`config.mk`:
```
export PLATFORM = sky130hd
export DESIGN_NAME = alu_issue_ctrl
export DESIGN_NICKNAME = d
export VERILOG_FILES = /design/src/rtl/alu_issue_ctrl_pkg.sv /design/src/rtl/alu_issue_gpr.sv /design/src/rtl/alu_issue_ctrl.sv
export SDC_FILE = /design/constraint.sdc
export NUM_CORES = 2
export LEC_CHECK = 0
export BUFFER_PORTS_ARGS = -buffer_cell sky130_fd_sc_hd__buf_2
export CAP_MARGIN = 25
export CELL_PAD_IN_SITES_DETAIL_PLACEMENT = 2
export CELL_PAD_IN_SITES_GLOBAL_PLACEMENT = 2
export CORE_MARGIN = 2
export CORE_UTILIZATION = 30
export CTS_BUF_LIST = sky130_fd_sc_hd__clkbuf_4 sky130_fd_sc_hd__clkbuf_8
export CTS_CLUSTER_SIZE = 40
export DETAILED_ROUTE_END_ITERATION = 8
export HOLD_SLACK_MARGIN = 0.05
export PLACE_DENSITY = 0.65
export SLEW_MARGIN = 20
export SYNTH_ARGS = -nofsm -noshare
export SYNTH_HDL_FRONTEND = slang
export SYNTH_SLANG_ARGS = --single-unit
```
`constraint.sdc`:
```
create_clock -name clk -period 54.1 [get_ports clk]
set_input_delay 13.525 -clock clk [delete_from_list [all_inputs] [get_ports clk]]
set_output_delay 13.525 -clock clk [all_outputs]
set_load 0.02 [all_outputs]
```
`src/rtl/alu_issue_ctrl_pkg.sv`:
```
// ============================================================================
// alu_issue_ctrl_pkg : ALU op codes, MIPS opcode/funct constants, FSM states
// Rev 1.0
// ============================================================================
`default_nettype none

package alu_issue_ctrl_pkg;

    typedef enum logic [2:0] {
        ALU_ADD = 3'b000,
        ALU_SUB = 3'b001,
        ALU_AND = 3'b010,
        ALU_OR  = 3'b011,
        ALU_SRL = 3'b100,
        ALU_SRA = 3'b101
    } alu_op_e;

    typedef enum logic [2:0] {
        S_IDLE = 3'd0,
        S_DEC  = 3'd1,
        S_EXE  = 3'd2,
        S_WB   = 3'd3,
        S_DONE = 3'd4
    } state_e;

    localparam logic [5:0] c_op_rtype = 6'b000000;
    localparam logic [5:0] c_op_addiu = 6'b001001;
    localparam logic [5:0] c_op_andi  = 6'b001100;
    localparam logic [5:0] c_op_ori   = 6'b001101;
    localparam logic [5:0] c_op_lui   = 6'b001111;

    localparam logic [5:0] c_fn_addu  = 6'b100001;
    localparam logic [5:0] c_fn_subu  = 6'b100011;
    localparam logic [5:0] c_fn_and   = 6'b100100;
    localparam logic [5:0] c_fn_or    = 6'b100101;
    localparam logic [5:0] c_fn_srlv  = 6'b000110;
    localparam logic [5:0] c_fn_srav  = 6'b000111;

endpackage

`default_nettype wire

```
`src/rtl/alu_issue_gpr.sv`:
```
// ============================================================================
// alu_issue_gpr : register file, three combinational reads, one write port
// Rev 1.0
// ============================================================================
`default_nettype none

module alu_issue_gpr #(
    parameter int DATA_W   = 32,
    parameter int NUM_REGS = 32,
    parameter int ADDR_W   = 5
) (
    input  logic              clk_i,
    input  logic              reset_i,
    input  logic              we_i,
    input  logic [ADDR_W-1:0] waddr_i,
    input  logic [DATA_W-1:0] wdata_i,
    input  logic [ADDR_W-1:0] raddr_a_i,
    output logic [DATA_W-1:0] rdata_a_o,
    input  logic [ADDR_W-1:0] raddr_b_i,
    output logic [DATA_W-1:0] rdata_b_o,
    input  logic [ADDR_W-1:0] raddr_d_i,
    output logic [DATA_W-1:0] rdata_d_o
);

    logic [DATA_W-1:0] regs_q [NUM_REGS];

    always_ff @(posedge clk_i or posedge reset_i) begin
        if (reset_i) begin
            for (int i = 0; i < NUM_REGS; i++) begin
                regs_q[i] <= '0;
            end
        end else if (we_i && (waddr_i != '0)) begin
            regs_q[waddr_i] <= wdata_i;
        end
    end

    // Register 0 is hard-wired to zero on every read port
    assign rdata_a_o = (raddr_a_i == '0) ? '0 : regs_q[raddr_a_i];
    assign rdata_b_o = (raddr_b_i == '0) ? '0 : regs_q[raddr_b_i];
    assign rdata_d_o = (raddr_d_i == '0) ? '0 : regs_q[raddr_d_i];

endmodule

`default_nettype wire

```
`src/rtl/alu_issue_ctrl.sv`:
```
// ============================================================================
// alu_issue_ctrl : 4-cycle MIPS issue/decode/writeback FSM driving an external ALU
// Rev 1.0
// ============================================================================
`default_nettype none

module alu_issue_ctrl
    import alu_issue_ctrl_pkg::*;
#(
    parameter int DATA_W   = 32,
    parameter int NUM_REGS = 32,
    parameter int ADDR_W   = 5
) (
    input  logic              clk,
    input  logic              reset,
    input  logic              instr_valid,
    input  logic [31:0]       instr,
    output logic              instr_ready,
    output logic [DATA_W-1:0] alu_a,
    output logic [DATA_W-1:0] alu_b,
    output logic [2:0]        alu_op,
    input  logic [DATA_W-1:0] alu_c,
    output logic              wb_valid,
    output logic [ADDR_W-1:0] wb_reg,
    output logic [DATA_W-1:0] wb_data,
    output logic              illegal,
    input  logic [ADDR_W-1:0] dbg_addr,
    output logic [DATA_W-1:0] dbg_data
);

    state_e            state_q, state_d;
    logic [31:0]       ir_q, ir_d;
    logic [DATA_W-1:0] a_q, a_d, b_q, b_d, res_q, res_d;
    alu_op_e           op_q, op_d;
    logic [ADDR_W-1:0] dest_q, dest_d;

    logic [5:0]        opcode, funct;
    logic [ADDR_W-1:0] rs_idx, rt_idx, rd_idx;
    logic [15:0]       imm;
    logic [DATA_W-1:0] rs_data, rt_data;

    logic              dec_legal;
    logic [DATA_W-1:0] dec_a, dec_b;
    alu_op_e           dec_op;
    logic [ADDR_W-1:0] dec_dest;

    assign opcode = ir_q[31:26];
    assign rs_idx = ir_q[25:21];
    assign rt_idx = ir_q[20:16];
    assign rd_idx = ir_q[15:11];
    assign funct  = ir_q[5:0];
    assign imm    = ir_q[15:0];

    alu_issue_gpr #(
        .DATA_W   (DATA_W),
        .NUM_REGS (NUM_REGS),
        .ADDR_W   (ADDR_W)
    ) u_gpr (
        .clk_i     (clk),
        .reset_i   (reset),
        .we_i      (state_q == S_WB),
        .waddr_i   (dest_q),
        .wdata_i   (res_q),
        .raddr_a_i (rs_idx),
        .rdata_a_o (rs_data),
        .raddr_b_i (rt_idx),
        .rdata_b_o (rt_data),
        .raddr_d_i (dbg_addr),
        .rdata_d_o (dbg_data)
    );

    always_comb begin
        dec_legal = 1'b1;
        dec_a     = rs_data;
        dec_b     = rt_data;
        dec_op    = ALU_ADD;
        dec_dest  = rd_idx;
        case (opcode)
            c_op_rtype: begin
                case (funct)
                    c_fn_addu: dec_op = ALU_ADD;
                    c_fn_subu: dec_op = ALU_SUB;
                    c_fn_and:  dec_op = ALU_AND;
                    c_fn_or:   dec_op = ALU_OR;
                    // Variable shifts: value comes from rt, amount from rs[4:0]
                    c_fn_srlv: begin
                        dec_op = ALU_SRL;
                        dec_a  = rt_data;
                        dec_b  = {{(DATA_W-5){1'b0}}, rs_data[4:0]};
                    end
                    c_fn_srav: begin
                        dec_op = ALU_SRA;
                        dec_a  = rt_data;
                        dec_b  = {{(DATA_W-5){1'b0}}, rs_data[4:0]};
                    end
                    default: dec_legal = 1'b0;
                endcase
            end
            c_op_addiu: begin
                dec_dest = rt_idx;
                dec_b    = {{(DATA_W-16){imm[15]}}, imm};
            end
            c_op_andi: begin
                dec_dest = rt_idx;
                dec_op   = ALU_AND;
                dec_b    = {{(DATA_W-16){1'b0}}, imm};
            end
            c_op_ori: begin
                dec_dest = rt_idx;
                dec_op   = ALU_OR;
                dec_b    = {{(DATA_W-16){1'b0}}, imm};
            end
            c_op_lui: begin
                dec_dest = rt_idx;
                dec_op   = ALU_OR;
                dec_a    = {imm, {(DATA_W-16){1'b0}}};
                dec_b    = '0;
            end
            default: dec_legal = 1'b0;
        endcase
    end

    always_comb begin
        state_d = state_q;
        ir_d    = ir_q;
        a_d     = a_q;
        b_d     = b_q;
        op_d    = op_q;
        dest_d  = dest_q;
        res_d   = res_q;
        case (state_q)
            S_IDLE: begin
                if (instr_valid) begin
                    ir_d    = instr;
                    state_d = S_DEC;
                end
            end
            S_DEC: begin
                if (dec_legal) begin
                    a_d     = dec_a;
                    b_d     = dec_b;
                    op_d    = dec_op;
                    dest_d  = dec_dest;
                    state_d = S_EXE;
                end else begin
                    state_d = S_DONE;
                end
            end
            S_EXE: begin
                res_d   = alu_c;
                state_d = S_WB;
            end
            S_WB:    state_d = S_IDLE;
            S_DONE:  state_d = S_IDLE;
            default: state_d = S_IDLE;
        endcase
    end

    always_ff @(posedge clk or posedge reset) begin
        if (reset) begin
            state_q <= S_IDLE;
            ir_q    <= '0;
            a_q     <= '0;
            b_q     <= '0;
            op_q    <= ALU_ADD;
            dest_q  <= '0;
            res_q   <= '0;
        end else begin
            state_q <= state_d;
            ir_q    <= ir_d;
            a_q     <= a_d;
            b_q     <= b_d;
            op_q    <= op_d;
            dest_q  <= dest_d;
            res_q   <= res_d;
        end
    end

    assign instr_ready = (state_q == S_IDLE);
    assign wb_valid    = (state_q == S_WB);
    assign illegal     = (state_q == S_DONE);
    assign wb_reg      = dest_q;
    assign wb_data     = res_q;
    assign alu_a       = a_q;
    assign alu_b       = b_q;
    assign alu_op      = op_q;

endmodule

`default_nettype wire
```
==> results.json <==
{
  "status": "finished, final reports clean",
  "p_per_area_nw_per_um2": 41.39,
  "tns_ns": 0,
  "reg2regPathDepth": 10,
  "final_util_pct": 34.16,
  "drtPass1Iterations": 5,
  "overflow": 0,
  "cts_hold_buf": 0,
  "maxCapViolations": 0,
  "stdcell_area_um2": 77480,
  "slew_violations": 0,
  "clk-insertion-delay-late_ns": 1.04,
  "critPathBufInv": 5,
  "placed_area_um2": 72300,
  "core_region_area_um2": 226800,
  "hold_end": "u_gpr.regs_q[994]",
  "die_h_um": 481.2,
  "num_vias": 47860,
  "clockRootBuffer": "clkbuf_8",
  "grt_pass1_vias": 51370,
  "fin_skew_ns": 0.07582,
  "synth_cells": 4588,
  "drt-total-wl_um": 285600,
  "areaGrowthSynthToFinish_pct": 13.41,
  "cts_tree": "done",
  "grt_use_total_pct": 24.61,
  "clock_path_buffers": 3,
  "cts-resized-gates": 0,
  "async_reset_ff_share_pct": 100.0,
  "seq_area_um2": 29160,
  "largest_reg_flops": 1024,
  "syn_nets": 4660,
  "setup_viol": 0,
  "cp-start-kind": "primary input",
  "grt_pass1_wl_um": 406900,
  "cp_slowest_cell": "buf_4",
  "slew_headroom_pct": 18.27,
  "ys_warn_count": 0,
  "path_max_fanout": 79,
  "cp_common_cell": "buf_4",
  "layout_common_cells": "1140 x dfrtp_1, 992 x mux2_2, 792 x mux4_2",
  "io_pins": 211,
  "worst-path-stages": 9,
  "hold_path_depth": 0,
  "cp_slowest_stage_delay_ns": 0.89,
  "rr_startpoint": "ir_q[22]",
  "ys_ff_latch": 1163,
  "crit_type": "primary input to output pin",
  "antenna_left": 0,
  "cp_top_family": "buffers and inverters",
  "yosysUniqueCellTypes": 63,
  "antenna_found_initial": 16,
  "max_freq_ghz": 0.03116,
  "required_ns": 40.58,
  "rsz0062_at_grt": "no",
  "wl_per_cell_um": 36.54,
  "ir_worst_vdd_mv": 0.04265,
  "port_buffers": 210,
  "ys.flop_type": "dfrtp_1",
  "period_needed_ns": 32.09,
  "cp-end-kind": "output pin",
  "drc": 0,
  "cts_setup_buffers": 0,
  "path_clk_slew_ns": 0.06,
  "finalCritPeriodShare_pct": 59.31,
  "start_util_pct": 30.12,
  "dieArea_um2": 231600,
  "fp-row-count": 175,
  "viasPerCell": 6.122,
  "nets": 4703,
  "htreeDepth": 4,
  "dieWidth_um": 481.2,
  "yosysSeqAreaShare_pct": 42.60,
  "syn_area_um2": 68320,
  "gp_congestion": 0.8233,
  "hold_start": "u_gpr.regs_q[994]",
  "worst_pin_slew_ns": 1.226,
  "synth-edff-count": 0,
  "timing.reg2reg.setup_slack_ns": 48.26,
  "hpwl_um": 173100,
  "numCtsBuffers": 214,
  "crit_chain": "buf_8, buf_4, buf_4, buf_4, mux4_2, mux4_2, mux2i_1, nor2_1, buf_2",
  "r2r-end": "alu_a[28]",
  "final_common_cell": "dfrtp_1",
  "drt_iter0_markers": 4901,
  "hp-class": "flip-flop to flip-flop",
  "drive_above_1_share_pct": 54.41,
  "multiInputGateArea_um2": 37050,
  "synth.avg_cell_area_um2": 14.89,
  "cts_sinks": 1163,
  "p_total_uw": 3207,
  "p_leak_uw": 0.03444,
  "regMostFlops": "u_gpr.regs_q",
  "hold_viol": 0,
  "fill_cells": 22860,
  "worstPathArrival_ns": 18.56,
  "grt_max_degree": 138
}
## Yosys cell counts (31+ instances only)
cell	instances	area share [%]
nand2_1	139	0.76
nor2b_1	31	0.28
mux2i_1	199	2.9
mux2_1	110	1.8
a221oi_1	44	0.56
buf_2	116	0.85
o22ai_1	46	0.42
dfrtp_1	1163	43
nor2_1	124	0.68
buf_4	54	0.59
clkbuf_1	277	1.5
a21oi_1	85	0.62
nand3_1	49	0.36
a211oi_1	45	0.49
buf_1	77	0.42
mux4_2	792	26
mux2_2	992	16
## worst max-delay path by stage
stage	start	to	slack, ns
finish	dbg_addr[1]	dbg_data[2]	22.01
global route	dbg_addr[0]	dbg_data[27]	21.63
CTS	dbg_addr[0]	dbg_data[27]	21.63
detailed placement	dbg_addr[0]	dbg_data[27]	21.62
global placement	dbg_addr[0]	dbg_data[27]	21.76
floorplan	reset	alu_a[0]	7.82
## metrics by stage
stage | hold WS, ns | setup slack, ns | instances
finish | 0.4071 | 22.01 | 7818
global route | 0.4214 | 21.63 | 7813
CTS | 0.4033 | 21.63 | 7795
detailed placement | 0.3904 | 21.62 | 7408
global placement | 0.3894 | 21.76 | 7397
floorplan | 0.4451 | 7.817 | 4588
## area by class of cell
cell class / instances / area share (%)
Timing Repair Buffer: 362 / 3.333
Sequential cell: 1163 / 37.63
Clock inverter: 59 / 0.9980
Antenna cell: 7 / 0.02261
Multi-Input combinational cell: 2880 / 47.82
Clock buffer: 328 / 5.277
Tap cell: 3009 / 4.859
Inverter: 10 / 0.05813
## report_power, final
| part | switching, uW | total, uW | leakage [uW] | internal (uW) |
|---|---|---|---|---|
| Sequential | 200 | 1130 | 0.0160 | 929 |
| Combinational | 737 | 1100 | 0.0158 | 365 |
| Clock | 425 | 976 | 0.00257 | 552 |
| Total | 1360 | 3210 | 0.0344 | 1850 |
## cells by family after synthesis
logic type / synth area share (%)
adder cells (fa/ha/maj): 0.01465
XOR/XNOR: 0.02564
flip-flops: 42.60
AND/OR/NAND/NOR: 2.976
buffers and inverters: 3.624
multiplexers: 47.19
AO/OA/AOI/OAI: 3.571
## layer usage
metal | share of wire (%) | track usage (%) | wire length (um) | vias to the layer above
li1 | - | - | - | 18230
met1 | 41 | 32.67 | 118400 | 26780
met2 | 46 | 38.05 | 131600 | 2209
met3 | 7.7 | 5.963 | 21920 | 635
met4 | 4.8 | 11.09 | 13660 | 4
met5 | 0.0081 | 0 | 23 | -
## worst register-to-register path: cells and delay by family (launching register included)
family	cells	cell delay [ns]
AOI/OAI and AO/OA	4	1.10
buffers and inverters	4	3.28
DFF	1	0.68
muxes	1	0.46
and+or+nand+nor	1	0.14
Note: power is estimated with default switching activity, not from simulation.
